## src/rtl/mem_access_unit_if.sv

```systemverilog
// CPU-side request/response and memory-bus signals of the memory access unit.
// The slave modport is the unit's own view; the master modport drives it.
interface mem_access_unit_if #(
  parameter int DATA_W = 32,
  parameter int ADDR_W = 32
);
  logic                  req;
  logic                  we;
  logic [1:0]            size;
  logic                  sign_ext;
  logic [ADDR_W-1:0]     addr;
  logic [DATA_W-1:0]     wdata;
  logic                  busy;
  logic                  done;
  logic                  err;
  logic [DATA_W-1:0]     rdata;
  logic                  cpu_stb_o;
  logic                  mem_w;
  logic [ADDR_W-1:0]     Addr_out;
  logic [DATA_W-1:0]     data_out;
  logic [DATA_W/8-1:0]   sel_o;
  logic [DATA_W-1:0]     data_in;
  logic                  MIO_ready;

  modport slave (
    input  req, we, size, sign_ext, addr, wdata, data_in, MIO_ready,
    output busy, done, err, rdata, cpu_stb_o, mem_w, Addr_out, data_out, sel_o
  );

  modport master (
    output req, we, size, sign_ext, addr, wdata, data_in, MIO_ready,
    input  busy, done, err, rdata, cpu_stb_o, mem_w, Addr_out, data_out, sel_o
  );
endinterface

```

## src/rtl/mem_access_unit.sv

```systemverilog
// Single-access load/store sequencer: aligns CPU requests onto byte lanes of the
// memory bus, waits for MIO_ready with a timeout, and extends load results.
module mem_access_unit #(
  parameter int DATA_W  = 32,
  parameter int ADDR_W  = 32,
  parameter int TIMEOUT = 255
) (
  input  logic             clk,
  input  logic             reset,
  mem_access_unit_if.slave bus
);
  localparam int SEL_W  = DATA_W / 8;
  localparam int LANE_W = $clog2(SEL_W);
  localparam int CNT_W  = $clog2(TIMEOUT + 1);
  localparam logic [CNT_W-1:0] WAIT_LAST = CNT_W'(TIMEOUT - 1);

  typedef enum logic [1:0] {IDLE, ACCESS, FINISH} state_t;

  state_t              state_q, state_d;
  logic                stb_q, stb_d;
  logic                memw_q, memw_d;
  logic [ADDR_W-1:0]   addr_q, addr_d;
  logic [DATA_W-1:0]   dout_q, dout_d;
  logic [SEL_W-1:0]    sel_q, sel_d;
  logic [DATA_W-1:0]   rdata_q, rdata_d;
  logic                busy_q, busy_d;
  logic                done_q, done_d;
  logic                err_q, err_d;
  logic                errp_q, errp_d;
  logic [LANE_W-1:0]   lane_q, lane_d;
  logic [1:0]          size_q, size_d;
  logic                sx_q, sx_d;
  logic [CNT_W-1:0]    wait_q, wait_d;

  function automatic logic [SEL_W-1:0] lane_sel(input logic [1:0] sz, input logic [LANE_W-1:0] lane);
    case (sz)
      2'b00:   return SEL_W'(1) << lane;
      2'b01:   return SEL_W'(3) << lane;
      2'b10:   return SEL_W'(15) << lane;
      default: return '1;
    endcase
  endfunction

  // Misaligned offset or a dword on a 32-bit bus.
  function automatic logic req_bad(input logic [1:0] sz, input logic [LANE_W-1:0] lane);
    logic [2:0] low;
    low = 3'(lane);
    case (sz)
      2'b00:   return 1'b0;
      2'b01:   return low[0];
      2'b10:   return |low[1:0];
      default: return (DATA_W != 64) || (|low);
    endcase
  endfunction

  function automatic logic [DATA_W-1:0] extend_load(input logic [DATA_W-1:0] raw,
                                                   input logic [1:0] sz, input logic sx);
    int unsigned              drop;
    logic        [DATA_W-1:0] up_u;
    logic signed [DATA_W-1:0] up_s;
    case (sz)
      2'b00:   drop = DATA_W - 8;
      2'b01:   drop = DATA_W - 16;
      2'b10:   drop = DATA_W - 32;
      default: drop = 0;
    endcase
    up_u = raw << drop;
    up_s = $signed(up_u);
    if (sx) return DATA_W'(up_s >>> drop);
    return up_u >> drop;
  endfunction

  always_ff @(posedge clk) begin
    if (reset) begin
      state_q <= IDLE;
      stb_q   <= 1'b0;
      memw_q  <= 1'b0;
      addr_q  <= '0;
      dout_q  <= '0;
      sel_q   <= '0;
      rdata_q <= '0;
      busy_q  <= 1'b0;
      done_q  <= 1'b0;
      err_q   <= 1'b0;
      errp_q  <= 1'b0;
      lane_q  <= '0;
      size_q  <= '0;
      sx_q    <= 1'b0;
      wait_q  <= '0;
    end else begin
      state_q <= state_d;
      stb_q   <= stb_d;
      memw_q  <= memw_d;
      addr_q  <= addr_d;
      dout_q  <= dout_d;
      sel_q   <= sel_d;
      rdata_q <= rdata_d;
      busy_q  <= busy_d;
      done_q  <= done_d;
      err_q   <= err_d;
      errp_q  <= errp_d;
      lane_q  <= lane_d;
      size_q  <= size_d;
      sx_q    <= sx_d;
      wait_q  <= wait_d;
    end
  end

  always_comb begin
    state_d = state_q;
    stb_d   = stb_q;
    memw_d  = memw_q;
    addr_d  = addr_q;
    dout_d  = dout_q;
    sel_d   = sel_q;
    rdata_d = rdata_q;
    done_d  = 1'b0;
    err_d   = 1'b0;
    errp_d  = errp_q;
    lane_d  = lane_q;
    size_d  = size_q;
    sx_d    = sx_q;
    wait_d  = wait_q;
    case (state_q)
      IDLE: begin
        // done_q gates acceptance so a new request starts the cycle after done.
        if (bus.req && !done_q) begin
          lane_d = bus.addr[LANE_W-1:0];
          size_d = bus.size;
          sx_d   = bus.sign_ext;
          if (req_bad(bus.size, bus.addr[LANE_W-1:0])) begin
            errp_d  = 1'b1;
            state_d = FINISH;
          end else begin
            errp_d  = 1'b0;
            state_d = ACCESS;
            stb_d   = 1'b1;
            memw_d  = bus.we;
            addr_d  = {bus.addr[ADDR_W-1:LANE_W], {LANE_W{1'b0}}};
            dout_d  = bus.wdata << {bus.addr[LANE_W-1:0], 3'b000};
            sel_d   = lane_sel(bus.size, bus.addr[LANE_W-1:0]);
            wait_d  = '0;
          end
        end
      end
      ACCESS: begin
        // Ready wins over a coincident timeout.
        if (bus.MIO_ready) begin
          stb_d   = 1'b0;
          memw_d  = 1'b0;
          errp_d  = 1'b0;
          state_d = FINISH;
          if (!memw_q) rdata_d = extend_load(bus.data_in >> {lane_q, 3'b000}, size_q, sx_q);
        end else if (wait_q == WAIT_LAST) begin
          stb_d   = 1'b0;
          memw_d  = 1'b0;
          errp_d  = 1'b1;
          state_d = FINISH;
        end else begin
          wait_d = wait_q + CNT_W'(1);
        end
      end
      FINISH: begin
        done_d  = 1'b1;
        err_d   = errp_q;
        state_d = IDLE;
      end
      default: state_d = IDLE;
    endcase
    busy_d = (state_d != IDLE) || done_d;
  end

  assign bus.busy      = busy_q;
  assign bus.done      = done_q;
  assign bus.err       = err_q;
  assign bus.rdata     = rdata_q;
  assign bus.cpu_stb_o = stb_q;
  assign bus.mem_w     = memw_q;
  assign bus.Addr_out  = addr_q;
  assign bus.data_out  = dout_q;
  assign bus.sel_o     = sel_q;
endmodule

```

## src/flat_wrapper.sv

```systemverilog
// flat-port wrapper written by rule: the top's interface ports become plain ports
module mem_access_unit_flat 
#(
  parameter int DATA_W  = 32,
  parameter int ADDR_W  = 32,
  parameter int TIMEOUT = 255
)
  (clk, reset, bus_req, bus_we, bus_size, bus_sign_ext, bus_addr, bus_wdata, bus_data_in, bus_MIO_ready, bus_busy, bus_done, bus_err, bus_rdata, bus_cpu_stb_o, bus_mem_w, bus_Addr_out, bus_data_out, bus_sel_o);
  mem_access_unit_if #(.DATA_W(DATA_W), .ADDR_W(ADDR_W)) bus_i ();
  input  logic clk;
  input  logic reset;
  input wire logic [$bits(bus_i.req)-1:0] bus_req;
  input wire logic [$bits(bus_i.we)-1:0] bus_we;
  input wire logic [$bits(bus_i.size)-1:0] bus_size;
  input wire logic [$bits(bus_i.sign_ext)-1:0] bus_sign_ext;
  input wire logic [$bits(bus_i.addr)-1:0] bus_addr;
  input wire logic [$bits(bus_i.wdata)-1:0] bus_wdata;
  input wire logic [$bits(bus_i.data_in)-1:0] bus_data_in;
  input wire logic [$bits(bus_i.MIO_ready)-1:0] bus_MIO_ready;
  output wire logic [$bits(bus_i.busy)-1:0] bus_busy;
  output wire logic [$bits(bus_i.done)-1:0] bus_done;
  output wire logic [$bits(bus_i.err)-1:0] bus_err;
  output wire logic [$bits(bus_i.rdata)-1:0] bus_rdata;
  output wire logic [$bits(bus_i.cpu_stb_o)-1:0] bus_cpu_stb_o;
  output wire logic [$bits(bus_i.mem_w)-1:0] bus_mem_w;
  output wire logic [$bits(bus_i.Addr_out)-1:0] bus_Addr_out;
  output wire logic [$bits(bus_i.data_out)-1:0] bus_data_out;
  output wire logic [$bits(bus_i.sel_o)-1:0] bus_sel_o;
  assign bus_i.req = bus_req;
  assign bus_i.we = bus_we;
  assign bus_i.size = bus_size;
  assign bus_i.sign_ext = bus_sign_ext;
  assign bus_i.addr = bus_addr;
  assign bus_i.wdata = bus_wdata;
  assign bus_i.data_in = bus_data_in;
  assign bus_i.MIO_ready = bus_MIO_ready;
  assign bus_busy = bus_i.busy;
  assign bus_done = bus_i.done;
  assign bus_err = bus_i.err;
  assign bus_rdata = bus_i.rdata;
  assign bus_cpu_stb_o = bus_i.cpu_stb_o;
  assign bus_mem_w = bus_i.mem_w;
  assign bus_Addr_out = bus_i.Addr_out;
  assign bus_data_out = bus_i.data_out;
  assign bus_sel_o = bus_i.sel_o;
  mem_access_unit #(.DATA_W(DATA_W), .ADDR_W(ADDR_W), .TIMEOUT(TIMEOUT)) u_core (.clk(clk), .reset(reset), .bus(bus_i));
endmodule
```

## config.mk

```make
export PLATFORM = sky130hd
export DESIGN_NAME = mem_access_unit_flat
export DESIGN_NICKNAME = d
export VERILOG_FILES = /design/src/rtl/mem_access_unit_if.sv /design/src/rtl/mem_access_unit.sv /design/src/flat_wrapper.sv
export SDC_FILE = /design/constraint.sdc
export NUM_CORES = 1
export LEC_CHECK = 0
export BUFFER_PORTS_ARGS = -buffer_cell sky130_fd_sc_hd__clkbuf_2
export CAP_MARGIN = 20
export CORE_MARGIN = 2
export CORE_UTILIZATION = 45
export CTS_CLUSTER_DIAMETER = 100
export DETAILED_ROUTE_END_ITERATION = 6
export PLACE_DENSITY_LB_ADDON = 0.08
export REMOVE_ABC_BUFFERS = 1
export SLEW_MARGIN = 20
export SYNTH_ARGS = -nofsm -noshare
export SYNTH_HDL_FRONTEND = slang
export SYNTH_SLANG_ARGS = --single-unit
```

## constraint.sdc

```tcl
create_clock -name clk -period 1.95 [get_ports clk]
set_clock_uncertainty 0.05 [all_clocks]
set_input_delay 0.195 -clock clk [delete_from_list [all_inputs] [get_ports clk]]
set_output_delay 0.195 -clock clk [all_outputs]
set_load 0.03 [all_outputs]
```

==> results.py <==
metrics = {
    "yosys": {
        "synthFlopType": "dfxtp_1",
        "yosys_warnings": 0,
        "synth.most_common_cell": "dfxtp_1",
        "netlist_top_cells_count": "dfxtp_1 (119), nand2_1 (113), a21oi_1 (104)",
        "seq_area_frac_synth_pct": 42.8,
        "syn_area_per_cell_um2": 8.37,
        "synth.area.top_cells": "dfxtp_1 (43%), a21oi_1 (9.3%), mux2i_1 (8.3%)",
        "synthCells": 665,
        "synth_top_cell_area_share_pct": 42.8,
        "synth_enable_flop_cells": 0,
        "synth_seq_cells": 119,
        "synthArstFlopShare_pct": 0,
        "yosysTopAreaCell": "dfxtp_1",
        "syn-cell-area_um2": 5570,
        "synth.distinct_cells": 47,
    },
    "grt": {
        "busiest_layer": "met2",
        "grt_pass1_wl_um": 24800,
        "use_met1_pct": 31.1,
        "grt_max_degree": 51,
        "met2_usage_pct": 37.6,
        "antenna_found_initial": 0,
        "grt_util_met3_pct": 5.11,
        "grt_pass1_vias": 5090,
        "grt_remaining_overflow": 0,
        "track_usage_pct": 23.4,
    },
    "die": {
        "die_h_um": 115,
        "rows": 40,
        "io_pins": 209,
        "dieArea_um2": 13300,
        "die_width_um": 115,
        "initial_core_util_pct": 46.2,
        "coreArea_um2": 12100,
    },
    "timing": {
        "setup_ws_ns": 0.147,
        "min_period_ns": 1.80,
        "max_freq_mhz": 555,
        "min_period_over_period_pct": 92.5,
        "rsz0062_at_grt": "true",
        "finalMaxSlewViolations": 0,
        "setup_tns_ns": 0,
        "worst_slew_pin_slew_ns": 0.703,
        "slew_headroom_pct": 53.0,
        "hold_viol_final": 0,
        "setup_viol": 0,
    },
    "route": {
        "ant_nets": 0,
        "wl_um": 15600,
        "viasPerCell": 5.17,
        "drt_iter0_drc": 257,
        "remaining_drc_errors": 0,
        "drt-pass1-iter-count": 5,
        "via_count": 5530,
        "wire_per_inst_um": 14.6,
    },
    "place": {
        "place_hpwl_um": 11000,
        "io_buffer_count": 206,
        "post-place-ws_ns": 0.0504,
        "place.gp.congestion": 0.825,
        "postPlaceCellArea_um2": 6790,
    },
    "critical_path": {
        "cp_max_fo": 16,
        "reg2reg_depth": 5,
        "crit_chain": "nand2b_1, mux4_2, or3b_1, buf_12, a21oi_1",
        "path_class": "flip-flop to flip-flop",
        "required_ns": 2.23,
        "start_kind": "flip-flop",
        "cp_slowest_cell": "mux4_2",
        "crit_path_end_kind": "flip-flop",
        "arrival_ns": 2.09,
        "r2r_setup_slack_ns": 0.15,
        "cp_slowest_stage_delay_ns": 0.45,
    },
    "cts": {
        "cts_setup_buffers": 0,
        "clkLatencyLatePin_ns": 0.40,
        "clock_sinks": 119,
        "cts_root_buf": "clkbuf_16",
        "cts_made_buffers": 17,
        "cts.clk_slew.worst_paths_ns": 0.05,
        "cts_tree": "done",
        "cts_buffer_depth": 2,
        "cts_max_level": 4,
    },
    "worst_hold_path": {
        "holdPathStages": 3,
        "hold_path_class": "input port to flip-flop",
    },
    "layout": {
        "nets": 1000,
        "fin_util_pct": 63.3,
        "design_area_um2": 7640,
        "area_growth_pct": 37.2,
        "antennaDiodeCount": 0,
        "drive_above_1_share_pct": 32.3,
    },
    "power": {
        "p_per_area_nw_per_um2": 900,
        "vdd_drop_max_mv": 0.492,
        "p_leak_uw": 0.00337,
    },
    "run": {
        "maxCapViolCount": 0,
    },
    "run_status": {
        "status": "finished, final reports clean",
    },
}
-- flip-flops by register name (all words and copies together), names as in the netlist --
signal	cells
u_core.bus.busy	1
u_core.lane_q	2
u_core.bus.data_out	32
u_core.bus.cpu_stb_o	1
u_core.bus.done	1
u_core.state_q	2
u_core.bus.Addr_out	30
u_core.sx_q	1
u_core.bus.mem_w	1
u_core.bus.rdata	32
u_core.wait_q	8
u_core.bus.err	1
u_core.bus.sel_o	4
u_core.size_q	2
u_core.errp_q	1
-- per-stage QoR --
| step | hold slack, ns | cells | power, uW |
|---|---|---|---|
| 2_1_floorplan | 0.214 | 606 | 3500 |
| 3_5_place_dp | 0.378 | 1009 | 4050 |
| 4_1_cts | 0.00445 | 1070 | 6930 |
| 6_report | 0.0189 | 1070 | 6870 |
| 5_1_grt | 0.0203 | 1070 | 7180 |
| 3_3_place_gp | 0.369 | 1009 | 4030 |
-- power by group --
part	leakage (uW)	total (uW)	switching (uW)	internal [uW]
Clock	0.000269	2820	1010	1810
Combinational	0.00213	1370	852	522
Sequential	0.000970	2680	93.0	2590
-- repair_timing --
action / 4_1_cts / 5_1_grt
gates resized for setup: 0 / 1
hold buffers: 31 / 0
setup endpoints to repair: 0 / 6
hold endpoints to repair: 31 / 0
-- final timing paths --
check                          from                endpoint
max                u_core.size_q[0]    u_core.bus.rdata[17]
min                    bus_wdata[0]  u_core.bus.data_out[0]
max reg2reg        u_core.size_q[0]    u_core.bus.rdata[17]
min reg2reg  u_core.bus.data_out[8]  u_core.bus.data_out[8]
-- area by class of cell --
cell class,instances,area (um^2)
Multi-Input combinational cell,482,2880
Clock inverter,3,15.0
Tap cell,168,210
Sequential cell,119,2380
Inverter,5,18.8
Fill cell,1073,4420
Timing Repair Buffer,266,1610
Clock buffer,27,523
-- cells by family (layout without fill, tap and decap cells) --
group / Yosys count / in the layout / synth area share, %
other: 1 / 2 / 0.0674
buffers and inverters: 65 / 301 / 5.86
muxes: 64 / 64 / 12.3
AOI/OAI and AO/OA: 191 / 191 / 20.2
DFF: 119 / 119 / 42.8
adders and majority gates: 5 / 5 / 1.12
and+or+nand+nor: 220 / 220 / 17.6
-- layer usage --
| metal | up-vias | share of wire [%] |
|---|---|---|
| met3 | 27 | 5.3 |
| met5 | - | 0 |
| met1 | 2536 | 45 |
| met2 | 191 | 48 |
| li1 | 2776 | - |
| met4 | 0 | 2.0 |
-- cell usage in the layout, fill, tap and decap left out, types with 6 or more instances in the layout --
master,Yosys,final
nand2_1,113,113
or3_1,15,15
mux2_2,12,12
dfxtp_1,119,118
clkbuf_16,0,17
a211oi_1,13,13
clkbuf_2,0,205
nand3_1,18,18
buf_4,9,26
a21oi_2,10,10
nor2_1,36,36
dlygate4sd3_1,0,31
nor2b_1,7,7
mux2i_1,46,46
o21ai_1,10,10
o2bb2ai_1,7,7
a21oi_1,104,104
clkbuf_8,0,6
o211ai_1,15,15
nor3_1,14,14
o21ai_0,20,20
-- worst max-delay path, delay by kind of cell, from the launching register on --
family	cells	cell delay, ns
buf+inv	1	0.18
simple gates	2	0.56
flops	1	0.36
mux	1	0.45
compound gates	1	0.13
Power figures use the tool's default switching activity.
